==> src/rtl/cmp_pkg.sv <==
// Shared types and constants for the digit-serial magnitude comparator.
// Latency: n/a (declarations only).
// Backpressure: n/a.
package cmp_pkg;

    localparam int DIGIT_W = 2;

    typedef enum logic [1:0] {
        S_IDLE    = 2'd0,
        S_COMPARE = 2'd1,
        S_DONE    = 2'd2
    } cmp_state_t;

endpackage

==> src/rtl/cmp_slice2.sv <==
// One 2-bit comparator slice: folds a digit pair into the running eq/gt state.
// Latency: purely combinational.
// Backpressure: none; the caller decides when the result is registered.
module cmp_slice2
    import cmp_pkg::*;
(
    input  logic [DIGIT_W-1:0] a,
    input  logic [DIGIT_W-1:0] b,
    input  logic               eq_in,
    input  logic               gt_in,
    output logic               eq_out,
    output logic               gt_out
);

    // Higher digits decide first: a digit matters only while all previous digits matched.
    assign eq_out = eq_in & (a == b);
    assign gt_out = gt_in | (eq_in & (a > b));

endmodule

==> src/rtl/serial_mag_comparator.sv <==
// Digit-serial unsigned compare of two DIGITS*2-bit words, MSB digit first.
// Latency: done/EQ/GT are valid the cycle after the final digit is accepted.
// Backpressure: in_ready is high only in COMPARE; in_valid low simply stalls the word.
module serial_mag_comparator
    import cmp_pkg::*;
#(
    parameter int DIGITS = 4
) (
    input  logic               clk,
    input  logic               reset,
    input  logic               start,
    input  logic               in_valid,
    input  logic [DIGIT_W-1:0] a,
    input  logic [DIGIT_W-1:0] b,
    output logic               in_ready,
    output logic               busy,
    output logic               done,
    output logic               EQ,
    output logic               GT
);

    localparam int CW = $clog2(DIGITS + 1);
    localparam logic [CW-1:0] LAST = CW'(DIGITS - 1);

    cmp_state_t    r_state;
    cmp_state_t    w_next;
    logic [CW-1:0] r_count;
    logic          r_eq;
    logic          r_gt;
    logic          r_eq_out;
    logic          r_gt_out;
    logic          w_eq_n;
    logic          w_gt_n;
    logic          w_accept;
    logic          w_last;

    // start wins over a digit presented in the same cycle, so it never counts as a beat.
    assign w_accept = (r_state == S_COMPARE) & in_valid & ~start;
    assign w_last   = (r_count == LAST);

    cmp_slice2 u_slice (
        .a      (a),
        .b      (b),
        .eq_in  (r_eq),
        .gt_in  (r_gt),
        .eq_out (w_eq_n),
        .gt_out (w_gt_n)
    );

    // State register.
    always_ff @(posedge clk) begin
        if (reset) begin
            r_state <= S_IDLE;
        end else begin
            r_state <= w_next;
        end
    end

    // Next-state logic: start always (re)enters COMPARE, aborting any word in flight.
    always_comb begin
        w_next = r_state;
        case (r_state)
            S_IDLE: begin
                if (start) w_next = S_COMPARE;
            end
            S_COMPARE: begin
                if (start)                  w_next = S_COMPARE;
                else if (w_accept && w_last) w_next = S_DONE;
            end
            S_DONE: begin
                if (start) w_next = S_COMPARE;
                else       w_next = S_IDLE;
            end
            default: w_next = S_IDLE;
        endcase
    end

    // FSM outputs decoded straight from the current state.
    always_comb begin
        in_ready = 1'b0;
        busy     = 1'b0;
        done     = 1'b0;
        case (r_state)
            S_COMPARE: begin
                in_ready = 1'b1;
                busy     = 1'b1;
            end
            S_DONE:  done = 1'b1;
            default: ;
        endcase
    end

    // Running eq/gt, digit counter and result registers; results move only on the final beat.
    always_ff @(posedge clk) begin
        if (reset) begin
            r_count  <= '0;
            r_eq     <= 1'b0;
            r_gt     <= 1'b0;
            r_eq_out <= 1'b0;
            r_gt_out <= 1'b0;
        end else if (start) begin
            r_count <= '0;
            r_eq    <= 1'b1;
            r_gt    <= 1'b0;
        end else if (w_accept) begin
            r_count <= r_count + CW'(1);
            r_eq    <= w_eq_n;
            r_gt    <= w_gt_n;
            if (w_last) begin
                r_eq_out <= w_eq_n;
                r_gt_out <= w_gt_n;
            end
        end
    end

    assign EQ = r_eq_out;
    assign GT = r_gt_out;

endmodule

==> config.mk <==
export PLATFORM = sky130hd
export DESIGN_NAME = serial_mag_comparator
export DESIGN_NICKNAME = d
export VERILOG_FILES = /design/src/rtl/cmp_pkg.sv /design/src/rtl/cmp_slice2.sv /design/src/rtl/serial_mag_comparator.sv
export SDC_FILE = /design/constraint.sdc
export NUM_CORES = 1
export LEC_CHECK = 0
export BUFFER_PORTS_ARGS = -buffer_cell sky130_fd_sc_hd__buf_2
export CAP_MARGIN = 30
export CORE_AREA = 10 10 47 49
export CTS_CLUSTER_DIAMETER = 40
export DETAILED_ROUTE_END_ITERATION = 16
export DIE_AREA = 0 0 57 59
export PLACE_DENSITY = 0.59
export REMOVE_ABC_BUFFERS = 1
export SYNTH_ARGS = -nofsm -noshare
export SYNTH_HDL_FRONTEND = slang
export SYNTH_SLANG_ARGS = --single-unit
export TNS_END_PERCENT = 50
==> constraint.sdc <==
create_clock -name clk -period 2.55 [get_ports clk]
set_input_delay 0.51 -clock clk [delete_from_list [all_inputs] [get_ports clk]]
set_output_delay 0.51 -clock clk [all_outputs]
set_load 0.005 [all_outputs]
==> flow_metrics.py, run 1 <==
metrics = {
    "route": {
        "first_pass_iters": 2,
        "vias": 380,
        "drcViolationCount": 0,
        "post_drt_wl_per_cell_um": 10.9,
        "dr.first_iter.drc_count": 4,
        "vias_per_cell": 4.75,
        "wl_um": 872,
        "ant_nets": 0,
    },
    "worst_setup_path": {
        "path_class": "register to register",
        "timing.rr.end": "EQ",
        "arrival_ns": 1.76,
        "critPathSlowestCell": "or4b_1",
        "reg2reg_depth": 5,
        "required_ns": 2.74,
        "critPathLaunchType": "register",
        "cpPeakStageDelay_ns": 0.51,
        "r2r_start": "r_count[0]",
        "rrSetupSlack_ns": 0.98,
        "crit_path_cell_trace": "ha_1 -> ha_1 -> nand4b_1 -> or4b_1 -> a21oi_1",
        "crit_top_cell": "ha_1",
        "endpoint_kind": "register",
        "path_max_fanout": 5,
    },
    "synthesis": {
        "synth_ff_type": "dfxtp_1",
        "yosys_register_bits": 9,
        "synth_edf_count": 0,
        "synth_top_area_cell": "dfxtp_1",
        "synth_area_leaders": "dfxtp_1 (41%), ha_1 (11%), nor2_1 (4.2%)",
        "syn_area_per_cell_um2": 8.83,
        "ys_types": 22,
        "synth.cell_area_um2": 442,
        "async_flop_share": 0,
        "yosysWarnings": 0,
        "syn_inst": 50,
        "yosysSeqAreaShare": 0.408,
        "synth_top_area_frac": 0.408,
    },
    "sta": {
        "rsz0062_at_grt": "no",
        "max_slew_margin": 0.802,
        "setup-tns-final_ns": 0,
        "finalSetupViolCount": 0,
        "hold_viol": 0,
        "final-max-slew-violation-count": 0,
        "period_needed_ns": 1.57,
        "fin_crit_sh": 0.615,
        "worst_pin_slew_ns": 0.296,
        "fin_skew_ns": 0.00434,
        "max_freq_mhz": 637,
    },
    "hold_path": {
        "min_from": "r_count[2]",
        "min_to": "r_count[2]",
        "worstHoldPathCells": 2,
        "min_path_type": "register to register",
    },
    "global_route": {
        "met1_usage": 0.0563,
        "grt_max_degree": 10,
        "grt_pass1_wl_um": 1430,
        "use_met3": 0.0300,
        "grt_util_all_layers": 0.0529,
        "grt_busiest_layer": "met2",
        "grt_use_met2": 0.0806,
        "antenna_found_initial": 0,
        "grt-ovfl-total": 0,
        "grt_pass1_vias": 343,
    },
    "placed_design": {
        "gp_congestion": 0.683,
        "dpl.cell_count": 76,
        "placed_area_um2": 510,
        "dp_hpwl_um": 698,
        "port-buffer-count": 12,
    },
    "finish": {
        "fin_nets": 77,
        "post-route-util": 0.383,
        "syn2layout_area_growth_pct": 21.5,
        "n_antenna_cell": 0,
        "drive_gt1_frac": 0.281,
        "postLayoutCellArea_um2": 537,
        "instances_no_fill": 80,
    },
    "floorplan": {
        "chipHeight_um": 59,
        "io_pins": 13,
        "core_um2": 1400,
        "die_x_um": 57,
        "rows": 14,
        "start_util": 0.315,
        "die_area_um2": 3360,
    },
    "clock_tree": {
        "cts_tree": "done",
        "postCtsSetupRepairBufs": 0,
        "cts_buffer_depth": 2,
        "path_clk_slew_ns": 0.06,
        "cts_max_level": 1,
        "cts_resized": 0,
        "cts-root-buf": "clkbuf_4",
        "clk_latency_ns": 0.25,
        "cts.sinks": 9,
        "hold_buffers": 0,
        "numCtsBuffers": 3,
    },
    "run": {
        "drv_cap": 0,
    },
    "power_and_ir_drop": {
        "max-vdd-ir-drop_uv": 317,
        "power_density_nw_per_um2": 524,
        "p_leak_nw": 0.240,
        "power.total_mw": 0.281,
    },
    "status": {
        "outcome": "finished, final reports clean",
    },
}
[area by class of cell]
class,count,area (µm²)
timing repair buffer,12,60.1
multi-input combinational,35,235
sequential,9,180
fill,152,865
inverter,4,15.0
clock buffer,4,26.3
tap,16,20.0
[layer usage]
metal,share of wire,vias to the layer above
met1,0.47,177
met4,0,0
li1,-,198
met5,0,-
met3,0.050,0
met2,0.48,5
[through the flow]
step | setup slack [ns] | hold WS [ns]
floorplan | 1.01 | 0.426
global placement | 0.890 | 0.439
detailed placement | 0.872 | 0.447
CTS | 0.980 | 0.462
global route | 0.847 | 0.473
finish | 0.981 | 0.460
[sequential cells by signal, summed over array words and instances, names as in the netlist]
name	cells
r_count	3
r_gt	1
EQ	1
r_state	2
r_eq	1
GT	1
[worst max path at each step]
stage | start | end | slack (ns) | depth (start not counted)
finish | r_count[0] | EQ | 0.98 | 5
global route | r_count[0] | GT | 0.85 | 5
CTS | r_count[0] | EQ | 0.98 | 5
detailed placement | b[1] | EQ | 0.87 | 6
global placement | b[1] | EQ | 0.89 | 6
floorplan | b[1] | EQ | 1.01 | 5
[Yosys cell counts (2+ instances only)]
| cell type | n |
|---|---|
| nor2_1 | 5 |
| inv_1 | 4 |
| or2_2 | 3 |
| ha_1 | 4 |
| nor2b_1 | 3 |
| dfxtp_1 | 9 |
| nor3_1 | 2 |
| a21oi_1 | 3 |
| nand2_1 | 4 |
[where the power goes]
group	switching, mW	leakage (nW)	internal, mW
clock	0.0462	0.0150	0.0601
sequential	0.00295	0.0732	0.144
combinational	0.0149	0.151	0.0133
[critical path, delay by kind of cell (launching register included)]
family                     cells  cell delay [ns]
and+or+nand+nor                2             0.71
DFF                            1             0.35
adders and majority gates      2             0.32
AOI/OAI and AO/OA              1             0.14
[placed cells by master, fill, tap and decap left out]
master and n:
mux2i_1 1, clkbuf_1 1, buf_2 12, a221oi_1 1, o21ai_0 1, nor3b_1 1, dfxtp_1 9, inv_1 4
nand4b_1 1, nand2_1 4, ha_1 4, a21oi_1 3, xor2_1 1, nor3_1 2, nor2_1 5, o211ai_1 1
nor2b_1 3, or4b_1 1, or2_2 3, a211oi_1 1, clkbuf_4 3, nand3b_1 1, o31ai_1 1
[logic make-up (layout without fill, tap and decap cells)]
logic type,Yosys count,count (layout),synth area share
AOI/OAI and AO/OA,8,8,0.116
xor gates and xnor gates,1,1,0.0198
adders and majority gates,4,4,0.113
buffers and inverters,6,20,0.0595
DFF,9,9,0.408
muxes,1,1,0.0227
and+or+nand+nor,21,21,0.261
No activity file was read; power rests on OpenSTA's default activity.
==> inputs of run 2 (changes only) <==
--- a/config.mk
+++ b/config.mk
@@ -5,13 +5,14 @@
 export SDC_FILE = /design/constraint.sdc
 export NUM_CORES = 1
 export LEC_CHECK = 0
+export ABC_AREA = 1
 export BUFFER_PORTS_ARGS = -buffer_cell sky130_fd_sc_hd__buf_2
 export CAP_MARGIN = 30
 export CORE_AREA = 10 10 47 49
 export CTS_CLUSTER_DIAMETER = 40
 export DETAILED_ROUTE_END_ITERATION = 16
 export DIE_AREA = 0 0 57 59
-export PLACE_DENSITY = 0.59
+export PLACE_DENSITY = 0.66
 export REMOVE_ABC_BUFFERS = 1
 export SYNTH_ARGS = -nofsm -noshare
 export SYNTH_HDL_FRONTEND = slang
==> constraint.sdc (replaced) <==
create_clock -name clk -period 1.34 [get_ports clk]
set_input_delay 0.268 -clock clk [delete_from_list [all_inputs] [get_ports clk]]
set_output_delay 0.268 -clock clk [all_outputs]
set_load 0.005 [all_outputs]
==> run 2 against run 1 <==
Count of clock-buffer cells in the layout unchanged. Total power is 96% higher. Final area is 11% higher. Utilization grew 4.4 points. Combinational power increased by 150%. Synthesized cell count up 40%. Clock skew about the same. Synthesized area up 13%. Critical path type is now register to output pin.
==> flow_metrics.py, run 2 <==
metrics = {
    "status": {
        "outcome": "finished, final reports clean",
    },
    "synthesis": {
        "synth_top_area_cell": "dfxtp_1",
        "yosys.cell_count.top_type": "inv_1",
        "synth_ff_type": "dfxtp_1",
        "async_flop_share": 0,
        "ys_types": 17,
        "synth_top_area_frac": 0.361,
        "yosys_register_bits": 9,
        "yosysWarnings": 0,
        "synth_area_leaders": "dfxtp_1 (36%), inv_1 (13%), ha_1 (10%)",
        "synth_edf_count": 0,
        "syn_area_per_cell_um2": 7.13,
        "syn_inst": 70,
        "synth_common_cells": "inv_1 (17), nand2_1 (12), nor2_1 (11), dfxtp_1 (9), ha_1 (4)",
        "yosysSeqAreaShare": 0.361,
        "synth.cell_area_um2": 499,
    },
    "finish": {
        "drive_gt1_frac": 0.235,
        "top_register": "r_count",
        "largest_reg_flops": 3,
        "n_antenna_cell": 0,
        "fin_nets": 98,
        "post-route-util": 0.427,
        "fill_cells": 153,
        "instances_no_fill": 101,
        "layout_commonest_cell": "inv_1",
        "syn2layout_area_growth_pct": 19.8,
        "top_regs": "r_count (3), r_state (2)",
        "postLayoutCellArea_um2": 598,
        "final_cell_mix": "inv_1 (17), nand2_1 (12), buf_2 (12)",
    },
    "hold_path": {
        "min_to": "r_eq",
        "min_path_type": "input pin to register",
        "worstHoldPathCells": 2,
        "min_from": "reset",
    },
    "placed_design": {
        "dpl.cell_count": 97,
        "gp_congestion": 0.742,
        "dp_hpwl_um": 809,
        "placed_area_um2": 572,
        "port-buffer-count": 12,
    },
    "worst_setup_path": {
        "timing.rr.end": "GT",
        "rrSetupSlack_ns": 0.22,
        "r2r_start": "r_count[0]",
        "path_max_fanout": 4,
        "path_class": "register to output pin",
        "required_ns": 1.07,
        "reg2reg_depth": 6,
        "critPathLaunchType": "register",
        "endpoint_kind": "output pin",
        "arrival_ns": 0.95,
    },
    "power_and_ir_drop": {
        "swShare": 0.241,
        "p_leak_nw": 0.312,
        "power_density_nw_per_um2": 919,
        "p_seq_frac": 0.507,
        "p_comb_frac": 0.126,
        "max-vdd-ir-drop_uv": 441,
        "pwr-share-clk": 0.366,
        "power_switching_mw": 0.133,
        "internal_power_mw": 0.417,
    },
    "route": {
        "vias_per_cell": 4.32,
        "dr.first_iter.drc_count": 5,
        "ant_nets": 0,
        "drcViolationCount": 0,
        "vias": 436,
        "wl_um": 969,
        "first_pass_iters": 2,
        "post_drt_wl_per_cell_um": 9.59,
    },
    "floorplan": {
        "die_area_um2": 3360,
        "rows": 14,
        "chipHeight_um": 59,
        "die_x_um": 57,
        "io_pins": 13,
        "start_util": 0.356,
        "core_um2": 1400,
    },
    "clock_tree": {
        "cts_max_level": 1,
        "cts-root-buf": "clkbuf_4",
        "cts_tree": "done",
        "numCtsBuffers": 3,
        "postCtsSetupRepairBufs": 0,
        "clk_latency_ns": 0.25,
        "cts_buffer_depth": 2,
        "cts.sinks": 9,
        "path_clk_slew_ns": 0.06,
        "hold_buffers": 0,
        "cts_resized": 0,
    },
    "sta": {
        "fin_skew_ns": 0.00401,
        "final-max-slew-violation-count": 0,
        "max_slew_margin": 0.834,
        "finalSetupViolCount": 0,
        "setup-tns-final_ns": 0,
        "max_freq_mhz": 820,
        "rsz0062_at_grt": "no",
        "worst_pin_slew_ns": 0.248,
        "period_needed_ns": 1.22,
        "fin_crit_sh": 0.910,
        "hold_viol": 0,
    },
    "global_route": {
        "grt_pass1_wl_um": 1610,
        "grt_util_all_layers": 0.0608,
        "grt_max_degree": 7,
        "grt-ovfl-total": 0,
        "grt_pass1_vias": 393,
        "antenna_found_initial": 0,
    },
    "run": {
        "drv_cap": 0,
    },
}
[run 2: worst max path at each step]
stage	from	endpoint	depth (start not counted)
2_1_floorplan	r_count[0]	GT	6
3_3_place_gp	a[1]	GT	8
3_5_place_dp	a[1]	GT	8
4_1_cts	r_state[0]	in_ready	3
5_1_grt	r_state[0]	in_ready	3
6_report	r_state[0]	in_ready	3
[run 2: kinds of logic after synthesis]
group | after synthesis | share of synthesized area
AO/OA/AOI/OAI | 8 | 0.0877
adder cells (fa/ha/maj) | 4 | 0.100
buffers and inverters | 19 | 0.150
flip-flops | 9 | 0.361
AND/OR/NAND/NOR | 30 | 0.301
[run 2: metal layers]
| metal | track usage | wire length (µm) |
|---|---|---|
| met5 | 0 | 0 |
| met4 | 0.0503 | 11 |
| met3 | 0.0386 | 95 |
| met2 | 0.0930 | 426 |
| met1 | 0.0566 | 436 |
[run 2: critical path, cell delays in order (launching register included)]
cell and delay, ns:
dfxtp_1 0.37, inv_2 0.07, nor2_4 0.13, buf_2 0.14
[run 2: layout make-up]
type / count / area [µm²] / area share
multi-input cells: 42 / 244 / 0.408
well taps: 16 / 20.0 / 0.0335
inverters: 18 / 67.6 / 0.113
clock buffers: 4 / 26.3 / 0.0439
repair buffers: 12 / 60.1 / 0.100
flip-flops and latches: 9 / 180 / 0.301
[run 2: through the flow]
stage | power [mW] | worst slack [ns] | hold WS (ns)
2_1_floorplan | 0.328 | 0.291 | 0.337
3_3_place_gp | 0.353 | 0.194 | 0.459
3_5_place_dp | 0.355 | 0.170 | 0.461
4_1_cts | 0.564 | 0.0934 | 0.230
5_1_grt | 0.587 | 0.0241 | 0.231
6_report | 0.550 | 0.121 | 0.238
[run 2: power by group through the flow]
stage                     clock [mW]  sequential [mW]  combinational, mW
final                          0.201            0.279             0.0693
after global routing           0.229            0.280             0.0781
after CTS                      0.214            0.279             0.0707
after detailed placement           0            0.285             0.0701
after global placement             0            0.285             0.0685
after floorplan                    0            0.284             0.0435
==> inputs of run 3 (changes only) <==
==> constraint.sdc (replaced) <==
create_clock -name clk -period 1 [get_ports clk]
set_input_delay 0.2 -clock clk [delete_from_list [all_inputs] [get_ports clk]]
set_output_delay 0.2 -clock clk [all_outputs]
set_load 0.005 [all_outputs]
==> run 3 against run 2 <==
The run now ends with setup timing left. Sequential power up 35%. Count of clock-buffer cells in the layout unchanged. Setup slack worse by 0.24 ns. Critical endpoint unchanged. Global-route usage up 1.1 points. Register-to-register slack worse by 0.27 ns. Critical path depth unchanged.
==> flow_metrics.py, run 3 (same netlist as run 2, synthesis figures left out) <==
metrics = {
    "hold_path": {
        "min_from": "reset",
        "min_path_type": "input pin to register",
        "min_to": "r_state[0]",
        "worstHoldPathCells": 2,
    },
    "status": {
        "outcome": "complete, but fails checks",
        "violations": "setup timing",
    },
    "finish": {
        "top_regs": "r_count (3), r_state (2)",
        "syn2layout_area_growth_pct": 46.1,
        "top_register": "r_count",
        "final_cell_mix": "inv_1 (14), buf_2 (12), nand2_1 (11)",
        "instances_no_fill": 108,
        "layout_commonest_cell": "inv_1",
        "fin_nets": 105,
        "drive_gt1_frac": 0.446,
        "n_antenna_cell": 0,
        "fill_cells": 150,
        "postLayoutCellArea_um2": 729,
        "multiInputGateArea_um2": 305,
        "area.sequential_um2": 188,
        "post-route-util": 0.521,
        "largest_reg_flops": 3,
    },
    "route": {
        "post_drt_wl_per_cell_um": 9.93,
        "vias": 479,
        "dr.first_iter.drc_count": 3,
        "wl_um": 1070,
        "vias_per_cell": 4.44,
        "ant_nets": 0,
        "first_pass_iters": 3,
        "drcViolationCount": 0,
    },
    "power_and_ir_drop": {
        "power.total_mw": 0.769,
        "power_density_nw_per_um2": 1050,
        "swShare": 0.254,
        "p_seq_frac": 0.491,
        "p_comb_frac": 0.152,
        "power_switching_mw": 0.195,
        "max-vdd-ir-drop_uv": 718,
        "pwr-share-clk": 0.357,
        "p_leak_nw": 0.350,
        "internal_power_mw": 0.574,
    },
    "placed_design": {
        "dp_slack_ns": -0.124,
        "port-buffer-count": 12,
        "dpl.cell_count": 99,
        "placed_area_um2": 587,
        "dp_hpwl_um": 817,
        "gp_congestion": 0.713,
    },
    "floorplan": {
        "die_x_um": 57,
        "rows": 14,
        "chipHeight_um": 59,
        "die_area_um2": 3360,
        "start_util": 0.356,
        "core_um2": 1400,
        "io_pins": 13,
    },
    "sta": {
        "hold_viol": 0,
        "max_slew_margin": 0.823,
        "hold-worst-slack_ns": 0.153,
        "final-max-slew-violation-count": 0,
        "fin_skew_ns": 0.00164,
        "max_freq_mhz": 897,
        "period_needed_ns": 1.12,
        "worst_pin_slew_ns": 0.264,
        "rsz0062_at_grt": "yes",
        "worst_slack_ns": -0.115,
        "finalSetupViolCount": 6,
        "setup-tns-final_ns": -0.465,
        "fin_crit_sh": 1.12,
    },
    "worst_setup_path": {
        "path_class": "register to output pin",
        "path_max_fanout": 3,
        "arrival_ns": 0.92,
        "endpoint_kind": "output pin",
        "required_ns": 0.80,
        "timing.rr.end": "GT",
        "critPathLaunchType": "register",
        "rrSetupSlack_ns": -0.05,
        "r2r_start": "r_state[1]",
        "reg2reg_depth": 6,
    },
    "global_route": {
        "grt_util_all_layers": 0.0716,
        "grt_pass1_wl_um": 1960,
        "grt-ovfl-total": 0,
        "grt_pass1_vias": 494,
        "grt_max_degree": 7,
        "antenna_found_initial": 0,
    },
    "clock_tree": {
        "cts_max_level": 1,
        "cts-root-buf": "clkbuf_4",
        "clk_latency_ns": 0.26,
        "hold_buffers": 0,
        "cts_tree": "done",
        "cts_buffer_depth": 2,
        "cts.sinks": 9,
        "numCtsBuffers": 3,
        "path_clk_slew_ns": 0.06,
    },
    "run": {
        "drv_cap": 0,
    },
}
run 3: changes by cell type in the layout (fill, tap and decap cells not counted), moves of 2 or more:
cell,before,now
o21ai_0,3,1
inv_2,1,3
nor2_4,1,3
buf_6,0,2
ha_1,4,2
ha_4,0,2
inv_1,17,14
buf_4,0,5
dfxtp_2,0,3
o21ai_1,0,2
dfxtp_1,9,5
run 3: power by group through the flow:
stage                     registers [mW]  clock network [mW]  logic [mW]
after floorplan                    0.381                   0      0.0583
after CTS                          0.377               0.287       0.107
after detailed placement           0.382                   0      0.0970
after global routing               0.379               0.309       0.133
after global placement             0.382                   0      0.0956
final                              0.378               0.275       0.117
run 3: worst max-delay path: stages (launching register included):
cell and delay [ns]:
dfxtp_2 0.32, buf_4 0.13, nor2_4 0.08, buf_2 0.12
run 3: worst max-delay path by stage:
stage,start,to,slack (ns)
CTS,r_state[1],done,-0.18
global route,r_state[0],in_ready,-0.18
global placement,a[1],GT,-0.10
detailed placement,r_count[0],GT,-0.12
floorplan,r_count[0],GT,-0.05
finish,r_state[1],in_ready,-0.12
run 3: cell type report:
cell class / count / share of cell area
repair buffers: 19 / 0.165
clock buffers: 4 / 0.0360
multi-input cells: 42 / 0.419
inverters: 18 / 0.0961
well taps: 16 / 0.0274
flip-flops and latches: 9 / 0.257
run 3: what timing repair did:
| item | in CTS | in global routing |
|---|---|---|
| gates cloned | 0 | 0 |
| resized for setup | 16 | 9 |
| endpoints found under the setup margin | 8 | 12 |
| buffers inserted | 3 | 3 |
| pin swaps | 5 | 5 |
run 3: per-layer routing:
layer  global-route usage  routed length, µm  vias up
li1                     -                  -      258
met1               0.0722                481      204
met2                0.113                466       12
met3               0.0300                 84        5
met4               0.0604                 39        0
met5                    0                  0        -
